**config.mk**
```make
export PLATFORM = sky130hd
export DESIGN_NAME = seq_serializer_flat
export DESIGN_NICKNAME = d
export VERILOG_FILES = /design/src/rtl/seq_serializer_if.sv /design/src/rtl/seq_serializer.sv /design/src/flat_wrapper.sv
export SDC_FILE = /design/constraint.sdc
export NUM_CORES = 1
export LEC_CHECK = 0
export ABC_AREA = 1
export CAP_MARGIN = 20
export CORE_MARGIN = 1.5
export CORE_UTILIZATION = 30
export CTS_CLUSTER_SIZE = 30
export DETAILED_ROUTE_END_ITERATION = 8
export PLACE_DENSITY = 0.46
export SKIP_LAST_GASP = 1
export SYNTH_ARGS = -nofsm -noshare
export SYNTH_HDL_FRONTEND = slang
export SYNTH_SLANG_ARGS = --single-unit
```
**constraint.sdc**
```tcl
create_clock -name Clk -period 2.8 [get_ports Clk]
set_input_delay 0.42 -clock Clk [delete_from_list [all_inputs] [get_ports Clk]]
set_output_delay 0.42 -clock Clk [all_outputs]
set_load 0.05 [all_outputs]
```
**src/rtl/seq_serializer_if.sv**
```systemverilog
`default_nettype none
// ============================================================================
// Module      : seq_serializer_if
// Description : Word-input handshake bundle for seq_serializer. The source
//               drives din/din_valid; the serializer answers with din_ready.
// Revision    : 1.0 - initial release
// ============================================================================
interface seq_serializer_if #(
    parameter int WIDTH = 8
);
    logic [WIDTH-1:0] din;
    logic             din_valid;
    logic             din_ready;

    modport master (output din, output din_valid, input  din_ready);
    modport slave  (input  din, input  din_valid, output din_ready);
endinterface
`default_nettype wire

```
**src/rtl/seq_serializer.sv**
```systemverilog
`default_nettype none
// ============================================================================
// Module      : seq_serializer
// Description : Parallel-to-serial front end for the sequence detector.
//               Words arrive over a valid/ready handshake and leave one bit
//               per clock on x. A one-word holding register lets consecutive
//               words stream without a gap; x idles at IDLE_BIT otherwise.
// Revision    : 1.0 - initial release
// ============================================================================
module seq_serializer #(
    parameter int WIDTH     = 8,
    parameter bit MSB_FIRST = 1'b1,
    parameter bit IDLE_BIT  = 1'b0
) (
    input  logic            Clk,
    input  logic            rst_n,
    input  logic            clr,
    seq_serializer_if.slave in_bus,
    output logic            x,
    output logic            x_valid,
    output logic            frame_start,
    output logic            busy
);

    localparam int                 CNT_W    = $clog2(WIDTH);
    localparam logic [CNT_W-1:0]   CNT_LAST = CNT_W'(WIDTH - 1);

    typedef enum logic [0:0] {
        S_IDLE  = 1'b0,
        S_SHIFT = 1'b1
    } state_e;

    state_e             state_q,     state_d;
    logic [WIDTH-1:0]   sr_q,        sr_d;
    logic [CNT_W-1:0]   cnt_q,       cnt_d;
    logic [WIDTH-1:0]   hold_q,      hold_d;
    logic               hold_full_q, hold_full_d;
    logic               x_q;
    logic               x_valid_q;
    logic               frame_start_q;

    logic               w_accept;
    logic [WIDTH-1:0]   w_sr_shift;
    logic               w_first_bit_d;

    // The shift direction decides which end of sr is on the wire.
    if (MSB_FIRST) begin : g_msb_first
        assign w_sr_shift    = {sr_q[WIDTH-2:0], 1'b0};
        assign w_first_bit_d = sr_d[WIDTH-1];
    end else begin : g_lsb_first
        assign w_sr_shift    = {1'b0, sr_q[WIDTH-1:1]};
        assign w_first_bit_d = sr_d[0];
    end

    // Ready depends only on the holding register, so a hold load can never
    // collide with an incoming word.
    assign in_bus.din_ready = ~hold_full_q;
    assign w_accept         = in_bus.din_valid & ~hold_full_q;

    // Next-state: IDLE loads straight into sr; on the last bit the held word
    // wins, then a same-edge accept, otherwise the stream goes idle.
    always_comb begin
        state_d     = state_q;
        sr_d        = sr_q;
        cnt_d       = cnt_q;
        hold_d      = hold_q;
        hold_full_d = hold_full_q;
        if (clr) begin
            // Flush drops both words; any accept on this edge is lost.
            state_d     = S_IDLE;
            hold_full_d = 1'b0;
            cnt_d       = '0;
        end else begin
            case (state_q)
                S_IDLE: begin
                    if (w_accept) begin
                        sr_d    = in_bus.din;
                        cnt_d   = '0;
                        state_d = S_SHIFT;
                    end
                end
                S_SHIFT: begin
                    if (cnt_q == CNT_LAST) begin
                        if (hold_full_q) begin
                            sr_d        = hold_q;
                            cnt_d       = '0;
                            hold_full_d = 1'b0;
                        end else if (w_accept) begin
                            sr_d  = in_bus.din;
                            cnt_d = '0;
                        end else begin
                            sr_d    = w_sr_shift;
                            cnt_d   = '0;
                            state_d = S_IDLE;
                        end
                    end else begin
                        sr_d  = w_sr_shift;
                        cnt_d = cnt_q + 1'b1;
                        if (w_accept) begin
                            hold_d      = in_bus.din;
                            hold_full_d = 1'b1;
                        end
                    end
                end
                default: begin
                    state_d = S_IDLE;
                end
            endcase
        end
    end

    // State, datapath and registered serial outputs; outputs are computed
    // from next-state so x shows a word's first bit right after its accept.
    always_ff @(posedge Clk or negedge rst_n) begin
        if (!rst_n) begin
            state_q       <= S_IDLE;
            sr_q          <= '0;
            cnt_q         <= '0;
            hold_q        <= '0;
            hold_full_q   <= 1'b0;
            x_q           <= IDLE_BIT;
            x_valid_q     <= 1'b0;
            frame_start_q <= 1'b0;
        end else begin
            state_q       <= state_d;
            sr_q          <= sr_d;
            cnt_q         <= cnt_d;
            hold_q        <= hold_d;
            hold_full_q   <= hold_full_d;
            x_q           <= (state_d == S_SHIFT) ? w_first_bit_d : IDLE_BIT;
            x_valid_q     <= (state_d == S_SHIFT);
            frame_start_q <= (state_d == S_SHIFT) && (cnt_d == '0);
        end
    end

    assign x           = x_q;
    assign x_valid     = x_valid_q;
    assign frame_start = frame_start_q;
    assign busy        = (state_q == S_SHIFT) | hold_full_q;

endmodule
`default_nettype wire

```
**src/flat_wrapper.sv**
```systemverilog
// flat-port wrapper written by rule: the top's interface ports become plain ports
module seq_serializer_flat 
#(
    parameter int WIDTH     = 8,
    parameter bit MSB_FIRST = 1'b1,
    parameter bit IDLE_BIT  = 1'b0
)
  (Clk, rst_n, clr, x, x_valid, frame_start, busy, in_bus_din, in_bus_din_valid, in_bus_din_ready);
  seq_serializer_if #(.WIDTH(WIDTH)) in_bus_i ();
  input  logic Clk;
  input  logic rst_n;
  input  logic clr;
  output logic x;
  output logic x_valid;
  output logic frame_start;
  output logic busy;
  input wire logic [$bits(in_bus_i.din)-1:0] in_bus_din;
  input wire logic [$bits(in_bus_i.din_valid)-1:0] in_bus_din_valid;
  output wire logic [$bits(in_bus_i.din_ready)-1:0] in_bus_din_ready;
  assign in_bus_i.din = in_bus_din;
  assign in_bus_i.din_valid = in_bus_din_valid;
  assign in_bus_din_ready = in_bus_i.din_ready;
  seq_serializer #(.WIDTH(WIDTH), .MSB_FIRST(MSB_FIRST), .IDLE_BIT(IDLE_BIT)) u_core (.Clk(Clk), .rst_n(rst_n), .clr(clr), .in_bus(in_bus_i), .x(x), .x_valid(x_valid), .frame_start(frame_start), .busy(busy));
endmodule
```
==> PnR_summary.wiki, run 1 <==
{| class="wikitable"
! Metric !! Value
|-
| Sequential element share of the synthesized area || 47.52%
|-
| Share of async-settable or async-resettable flops after synthesis || 100.0%
|-
| Cell type of the slowest stage on the worst timing path || clkdlybuf4s50_1
|-
| Clock tree from TritonCTS || yes
|-
| NumNets Final || 197
|-
| Final HPWL from detailed placement || 2078 µm
|-
| Worst voltage drop across the vdd grid || 0.2135 mV
|-
| Worst-skew pair later-pin latency || 0.26 ns
|-
| Number of resized instances in the post-cts repair step || 0
|-
| Wire length of the first global-routing pass || 4864 µm
|-
| Power per cell area || 585.8 nW/µm²
|-
| Die extent in x || 66.54 µm
|-
| Count of standard-cell rows || 22
|-
| Total Routed Length || 2815 µm
|-
| Synth top area cells || dfrtp_1 (48%), nand2_1 (19%), inv_1 (5.6%)
|-
| Crit. Startpoint || u_core.hold_full_q$_DFFE_PN0P_
|-
| Number of cells on the worst reg-to-reg path || 8
|-
| Worst slew slack as a fraction of its limit || 60.25%
|-
| Synthesized Nets || 177
|-
| Average wire length per cell after detail routing || 12.29 µm
|-
| Synth-to-layout area growth || 21.07%
|-
| Cell variety after synth || 20
|-
| Required time reported for the critical path endpoint || 2.38 ns
|-
| Max incr delay on CP || 0.80 ns
|-
| FMAX || 0.4517 GHz
|-
| Number of buffers on the longest clock path || 2
|-
| Area of the core || 3771 µm²
|-
| Antenna Diode Count || 0
|-
| Last weighted congestion value of the routability-driven placer || 0.8527
|-
| Setup repair after global routing missed its margin || false
|-
| Leakage power || 0.7787 nW
|-
| Classification of the worst setup path || reg2out
|-
| Layout filler cell count || 393
|-
| Final slew viol count || 0
|-
| Cts bufs inserted || 3
|-
| Tmin final || 2.214 ns
|-
| Total negative slack for setup checks || 0 ns
|-
| Path type of the worst min-delay path || reg2reg
|-
| Final Setup Violations || 0
|-
| Syn Std Cell Area || 1211 µm²
|-
| Yosys warnings || 0
|-
| Number of H-tree levels || 1
|-
| Most common cell in the synthesized netlist || nand2_1
|-
| FF-to-FF Start || u_core.cnt_q[0]$_DFF_PN0_
|-
| Transition time at the pin with the least slew margin || 0.5922 ns
|-
| Flip-flop and latch count after synthesis || 23
|-
| Sequence of cells on the critical path || inv_2, nand2_1, clkdlybuf4s50_1
|-
| Total number of clock tree sinks || 23
|-
| Final Worst Setup Slack || 0.5861 ns
|-
| Number of antenna violations at the first check in global routing || 0
|-
| Share of the cycle needed by the critical path after routing || 79.07%
|-
| CP Depth || 3
|-
| Worst Hold Margin || 0.5018 ns
|-
| Slack of the worst reg-to-reg path || 1.09 ns
|-
| Capture point of the worst reg-to-reg path || u_core.sr_q[7]$_DFF_PN0_
|-
| Post-synth EDFFs || 0
|-
| Count of maximum capacitance violations || 0
|-
| Final Instance Count excl. Fillers || 229
|-
| Pre-CTS setup slack || 0.8596 ns
|-
| Overflow left after global routing || 0
|-
| Top-area cell type share of the netlist area || 47.52%
|-
| Launching element type of the critical path || register
|-
| Largest driver fanout on the critical path || 8
|-
| Cell types with the highest counts after synthesis || nand2_1 (61), dfrtp_1 (23), inv_1 (18), nor2_1 (16)
|-
| End of the critical path || busy
|-
| Number of I/O pins || 17
|-
| Cell family contributing the most delay on the critical path || buffers and inverters
|-
| DRC errors left || 0
|-
| Critical path capture point type || primary output
|-
| Port bufs || 16
|-
| CTS root buf || clkbuf_8
|-
| Hold_buf cts || 0
|-
| Number of global-route vias before repair || 1,053
|-
| Height of the die || 66.54 µm
|-
| Primary flip-flop cell chosen by synthesis mapping || dfrtp_1
|-
| DR iter-0 viols || 26
|-
| Number of vias after detailed routing || 1,060
|-
| Total placed cells including tap cells || 225
|-
| Post-CTS clock slew at the launch and capture registers of the worst setup and hold paths || 0.08 ns
|-
| Worst path arrival time || 1.79 ns
|-
| Setup skew after layout || 0.001812 ns
|-
| Total Die Area || 4428 µm²
|-
| First-pass iteration count of the detailed router || 4
|-
| Initial Util || 32.12%
|-
| Final count of hold timing violations || 0
|-
| Mean number of vias per cell || 4.629
|-
| Avg Cell Area, Syn || 7.476 µm²
|-
| Buffers & Inverters on Critical Path || 2
|-
| Buffers inserted during post-CTS setup optimization || 0
|-
| Post-route ant nets || 0
|-
| Layout cells sized above 1 || 8.840%
|-
| Synthesized instance count || 162
|-
| Status || finished clean
|-
| All-Layer GR Usage || 14.70%
|-
| Top cell type by total area after synthesis || dfrtp_1
|-
| Largest net degree at the start of global routing || 24
|}
## kinds of logic after synthesis
group | share of synthesized area, %
simple gates | 32.44
buf+inv | 8.677
flops | 47.52
compound gates | 8.265
fa+ha+maj | 3.100
## cells in the final DEF, fill, tap and decap left out, types with 2 or more instances in the layout
cell type        synthesis  routed
clkdlybuf4s50_1          0      16
inv_1                   18      18
nor2_1                  16      16
ha_1                     3       3
buf_4                    2       2
nand2_1                 61      61
a21oi_1                  8       8
inv_2                    3       3
o21ai_1                  8       8
nand3_1                  7       7
nand2_2                  3       3
dfrtp_1                 23      23
clkbuf_8                 0       3
or2_2                    2       2
## report_power, final
part / switching, mW / internal (mW) / total [mW]
sequential: 0.0401 / 0.395 / 0.435
combinational: 0.132 / 0.0861 / 0.218
clock: 0.106 / 0.0993 / 0.206
## layer usage
metal	GRT usage [%]	vias up	share of wire (%)	routed length, µm
met4	6.122	0	1.5	42
met2	25.25	23	49	1384
met1	18.37	491	46	1289
li1	-	542	-	-
met3	2.027	4	3.5	99
met5	0	-	0	0
## through the flow
step	util, %	total power [mW]	area, µm²
finish	38.89	0.8590	1466
global route	38.89	0.9277	1466
CTS	38.89	0.8730	1466
detailed placement	37.66	0.6629	1420
global placement	37.66	0.6591	1420
floorplan	-	0.5838	1211
## worst min path at each step
stage | start | end | slack, ns | cells after the start
after floorplan | rst_n | u_core.cnt_q[0]$_DFF_PN0_ | 0.12 | 0
after global placement | u_core.sr_q[0]$_DFFE_PN0P_ | u_core.sr_q[0]$_DFFE_PN0P_ | 0.46 | 2
after detailed placement | u_core.sr_q[0]$_DFFE_PN0P_ | u_core.sr_q[0]$_DFFE_PN0P_ | 0.47 | 2
after CTS | u_core.sr_q[0]$_DFFE_PN0P_ | u_core.sr_q[0]$_DFFE_PN0P_ | 0.49 | 2
after global routing | rst_n | u_core.hold_q[2]$_DFFE_PN0P_ | 0.52 | 2
final | u_core.sr_q[6]$_DFFE_PN0P_ | u_core.sr_q[6]$_DFFE_PN0P_ | 0.50 | 2
## cell type report
type | instances | area, µm² | area share [%]
tap | 48 | 60.06 | 4.096
sequential | 23 | 575.6 | 39.25
clock inverter | 1 | 5.005 | 0.3413
timing repair buffer | 18 | 175.2 | 11.95
multi-input combinational | 115 | 530.5 | 36.18
clock buffer | 3 | 41.29 | 2.816
inverter | 21 | 78.83 | 5.375
## worst register-to-register path, cell delays in order, from the launching register on
cell	delay [ns]
dfrtp_1	0.40
ha_1	0.23
ha_1	0.24
o21ai_1	0.33
nand2_1	0.11
nand2_1	0.08
nand2_1	0.07
nand3_1	0.08
nand2_1	0.06
## state kept, by name, summed over array words and instances (netlist names)
| signal | flops |
|---|---|
| u_core.frame_start | 1 |
| u_core.cnt_q | 3 |
| u_core.x | 1 |
| u_core.hold_q | 8 |
| u_core.sr_q | 8 |
| u_core.hold_full_q | 1 |
| u_core.state_q | 1 |
(Power assumes the default switching activity.)
==> run 2: changes to the inputs <==
clock period = 2.2 ns   (was 2.8 ns; I/O delays follow)
==> run 2 against run 1 <==
  * Clock power up 26%
  * Clock skew about the same
  * Register-to-register slack worse by 0.53 ns
  * Worst setup slack worse by 0.38 ns
  * Hold slack worse by 0.073 ns
  * Largest cell class unchanged
==> PnR_summary.wiki, run 2 (synthesis results as in run 1) <==
{| class="wikitable"
! Metric !! Value
|-
| Cell family contributing the most delay on the critical path || buffers and inverters
|-
| Setup skew after layout || 0.002127 ns (+0.0003152 ns)
|-
| Buffers inserted during post-CTS setup optimization || 0 (unchanged)
|-
| Transition time at the pin with the least slew margin || 0.5014 ns (-0.09086 ns)
|-
| Antenna Diode Count || 0 (unchanged)
|-
| Number of antenna violations at the first check in global routing || 0 (unchanged)
|-
| Tmin final || 1.998 ns
|-
| Number of H-tree levels || 1 (unchanged)
|-
| Worst slew slack as a fraction of its limit || 66.47% (+6.2 points)
|-
| Total negative slack for setup checks || 0 ns (unchanged)
|-
| Launching element type of the critical path || register
|-
| Sequential power share || 50.4% (-0.3 points)
|-
| Status || finished clean
|-
| Final Instance Count excl. Fillers || 231 (+0.87%)
|-
| Capture point of the worst reg-to-reg path || u_core.hold_q[7]$_DFFE_PN0P_
|-
| Post-CTS clock slew at the launch and capture registers of the worst setup and hold paths || 0.08 ns (about the same)
|-
| Final Setup Violations || 0 (unchanged)
|-
| Height of the die || 66.54 µm (unchanged)
|-
| Total Routed Length || 2853 µm (+1.3%)
|-
| Overflow left after global routing || 0 (unchanged)
|-
| Classification of the worst setup path || reg2out
|-
| Final Worst Setup Slack || 0.2021 ns (-0.3839 ns)
|-
| Tot Pwr || 1.088 mW (+27%)
|-
| All-Layer GR Usage || 14.91% (+0.21 points)
|-
| Worst path arrival time || 1.67 ns (-0.12 ns)
|-
| Total placed cells including tap cells || 227 (+0.89%)
|-
| Pre-CTS setup slack || 0.4135 ns (-0.4461 ns)
|-
| Layout cells sized above 1 || 9.836% (+1.0 points)
|-
| FMAX || 0.5005 GHz
|-
| Buffers & Inverters on Critical Path || 2 (unchanged)
|-
| Sequence of cells on the critical path || inv_2, clkdlybuf4s50_1
|-
| Power per cell area || 736.0 nW/µm² (+26%)
|-
| Mean number of vias per cell || 4.506 (-2.6%)
|-
| Cell internal power dissipation || 0.7417 mW (+28%)
|-
| Total Die Area || 4428 µm² (unchanged)
|-
| Number of I/O pins || 17 (unchanged)
|-
| Initial Util || 32.12% (unchanged)
|-
| Die extent in x || 66.54 µm (unchanged)
|-
| Fraction of power consumed by combinational cells || 25.8% (+0.4 points)
|-
| Total number of clock tree sinks || 23 (unchanged)
|-
| Setup repair after global routing missed its margin || false
|-
| Area of the core || 3771 µm² (unchanged)
|-
| Synth-to-layout area growth || 22.00%
|-
| Share of the cycle needed by the critical path after routing || 90.81%
|-
| Critical path capture point type || primary output
|-
| Post-route ant nets || 0 (unchanged)
|-
| Leading cell types in the layout, fill and taps excluded || nand2_1 (61), dfrtp_1 (23), inv_1 (18)
|-
| Count of maximum capacitance violations || 0 (unchanged)
|-
| Cts bufs inserted || 3 (unchanged)
|-
| NumNets Final || 199 (+1.0%)
|-
| Number of buffers on the longest clock path || 2 (unchanged)
|-
| Worst voltage drop across the vdd grid || 0.2531 mV (+19%)
|-
| Last weighted congestion value of the routability-driven placer || 0.7525 (-12%)
|-
| Hold_buf cts || 0 (unchanged)
|-
| Switching power || 0.3459 mW (+24%)
|-
| Final HPWL from detailed placement || 2098 µm (+0.98%)
|-
| Leakage power || 0.7860 nW (+0.94%)
|-
| Number of vias after detailed routing || 1,041 (-1.8%)
|-
| Wire length of the first global-routing pass || 4940 µm (+1.6%)
|-
| Average wire length per cell after detail routing || 12.35 µm (+0.47%)
|-
| Clock tree from TritonCTS || yes
|-
| CTS root buf || clkbuf_8
|-
| Port bufs || 16 (unchanged)
|-
| Post-layout util || 39.18% (+0.30 points)
|-
| Required time reported for the critical path endpoint || 1.87 ns (-0.51 ns)
|-
| DR iter-0 viols || 27 (+3.8%)
|-
| Post-detailed-placement cell area || 1433 µm² (+0.88%)
|-
| Layout Cell Area excl Fill || 1478 µm² (+0.77%)
|-
| FF-to-FF Start || u_core.cnt_q[0]$_DFF_PN0_
|-
| Most common cell after layout, fill and taps aside || nand2_1
|-
| Path type of the worst min-delay path || in2async
|-
| Largest net degree at the start of global routing || 24 (unchanged)
|-
| Routing usage on met1 || 18.69% (+0.32 points)
|-
| Worst-skew pair later-pin latency || 0.26 ns (about the same)
|-
| Largest driver fanout on the critical path || 8 (unchanged)
|-
| Number of global-route vias before repair || 1,067 (+1.3%)
|-
| Max incr delay on CP || 0.80 ns (about the same)
|-
| Final slew viol count || 0 (unchanged)
|-
| Number of resized instances in the post-cts repair step || 0 (unchanged)
|-
| Largest registers || u_core.hold_q: 8 flops, u_core.sr_q: 8 flops, u_core.cnt_q: 3 flops
|-
| Count of standard-cell rows || 22 (unchanged)
|-
| Global routing met3 resource utilization || 2.027% (unchanged)
|-
| Most Crowded Layer GR || met2
|-
| First-pass iteration count of the detailed router || 4 (unchanged)
|-
| Share of total power consumed by net switching || 31.81% (-0.62 points)
|-
| Slack of the worst reg-to-reg path || 0.56 ns (-0.53 ns)
|-
| Met2 GRT Util || 26.38% (+1.1 points)
|-
| DRC errors left || 0 (unchanged)
|-
| Final count of hold timing violations || 0 (unchanged)
|-
| Clock network power share || 23.9% (about the same)
|-
| Number of cells on the worst reg-to-reg path || 6 (-2)
|-
| Cell type of the slowest stage on the worst timing path || clkdlybuf4s50_1
|-
| Worst Hold Margin || 0.4292 ns (-0.07261 ns)
|}
-- run 2: layer usage --
metal / share of wire (%) / vias to the layer above
met4: 1.2 / 0
li1: - / 539
met5: 0 / -
met2: 47 / 19
met1: 49 / 479
met3: 2.8 / 4
-- run 2: layout make-up --
class | instances | area (µm²)
Clock buffer | 4 | 45.04
Multi-Input combinational cell | 115 | 530.5
Timing Repair Buffer | 20 | 187.7
Tap cell | 48 | 60.06
Sequential cell | 23 | 575.6
Fill cell | 416 | 2293
Inverter | 21 | 78.83
-- run 2: worst register-to-register path, stage by stage, from the launching register on --
cell	delay, ns
dfrtp_1	0.41
ha_1	0.23
ha_1	0.20
inv_1	0.10
nand4_2	0.35
nand2_1	0.15
o21ai_1	0.08
-- run 2: worst max path at each step --
stage                                   start                           end  cells after the start
2_1_floorplan        u_core.state_q$_DFF_PN0_                          busy                      2
3_3_place_gp                 in_bus_din_valid  u_core.hold_q[6]$_DFFE_PN0P_                      6
3_5_place_dp                 in_bus_din_valid  u_core.hold_q[6]$_DFFE_PN0P_                      6
4_1_cts        u_core.hold_full_q$_DFFE_PN0P_              in_bus_din_ready                      2
5_1_grt        u_core.hold_full_q$_DFFE_PN0P_              in_bus_din_ready                      2
6_report       u_core.hold_full_q$_DFFE_PN0P_              in_bus_din_ready                      2
-- run 2: power by group through the flow --
stage	Clock (mW)	Sequential [mW]	Combinational (mW)
after floorplan	0	0.565	0.178
after global placement	0	0.556	0.279
after detailed placement	0	0.554	0.285
after CTS	0.271	0.547	0.286
after global routing	0.287	0.557	0.321
final	0.259	0.548	0.280
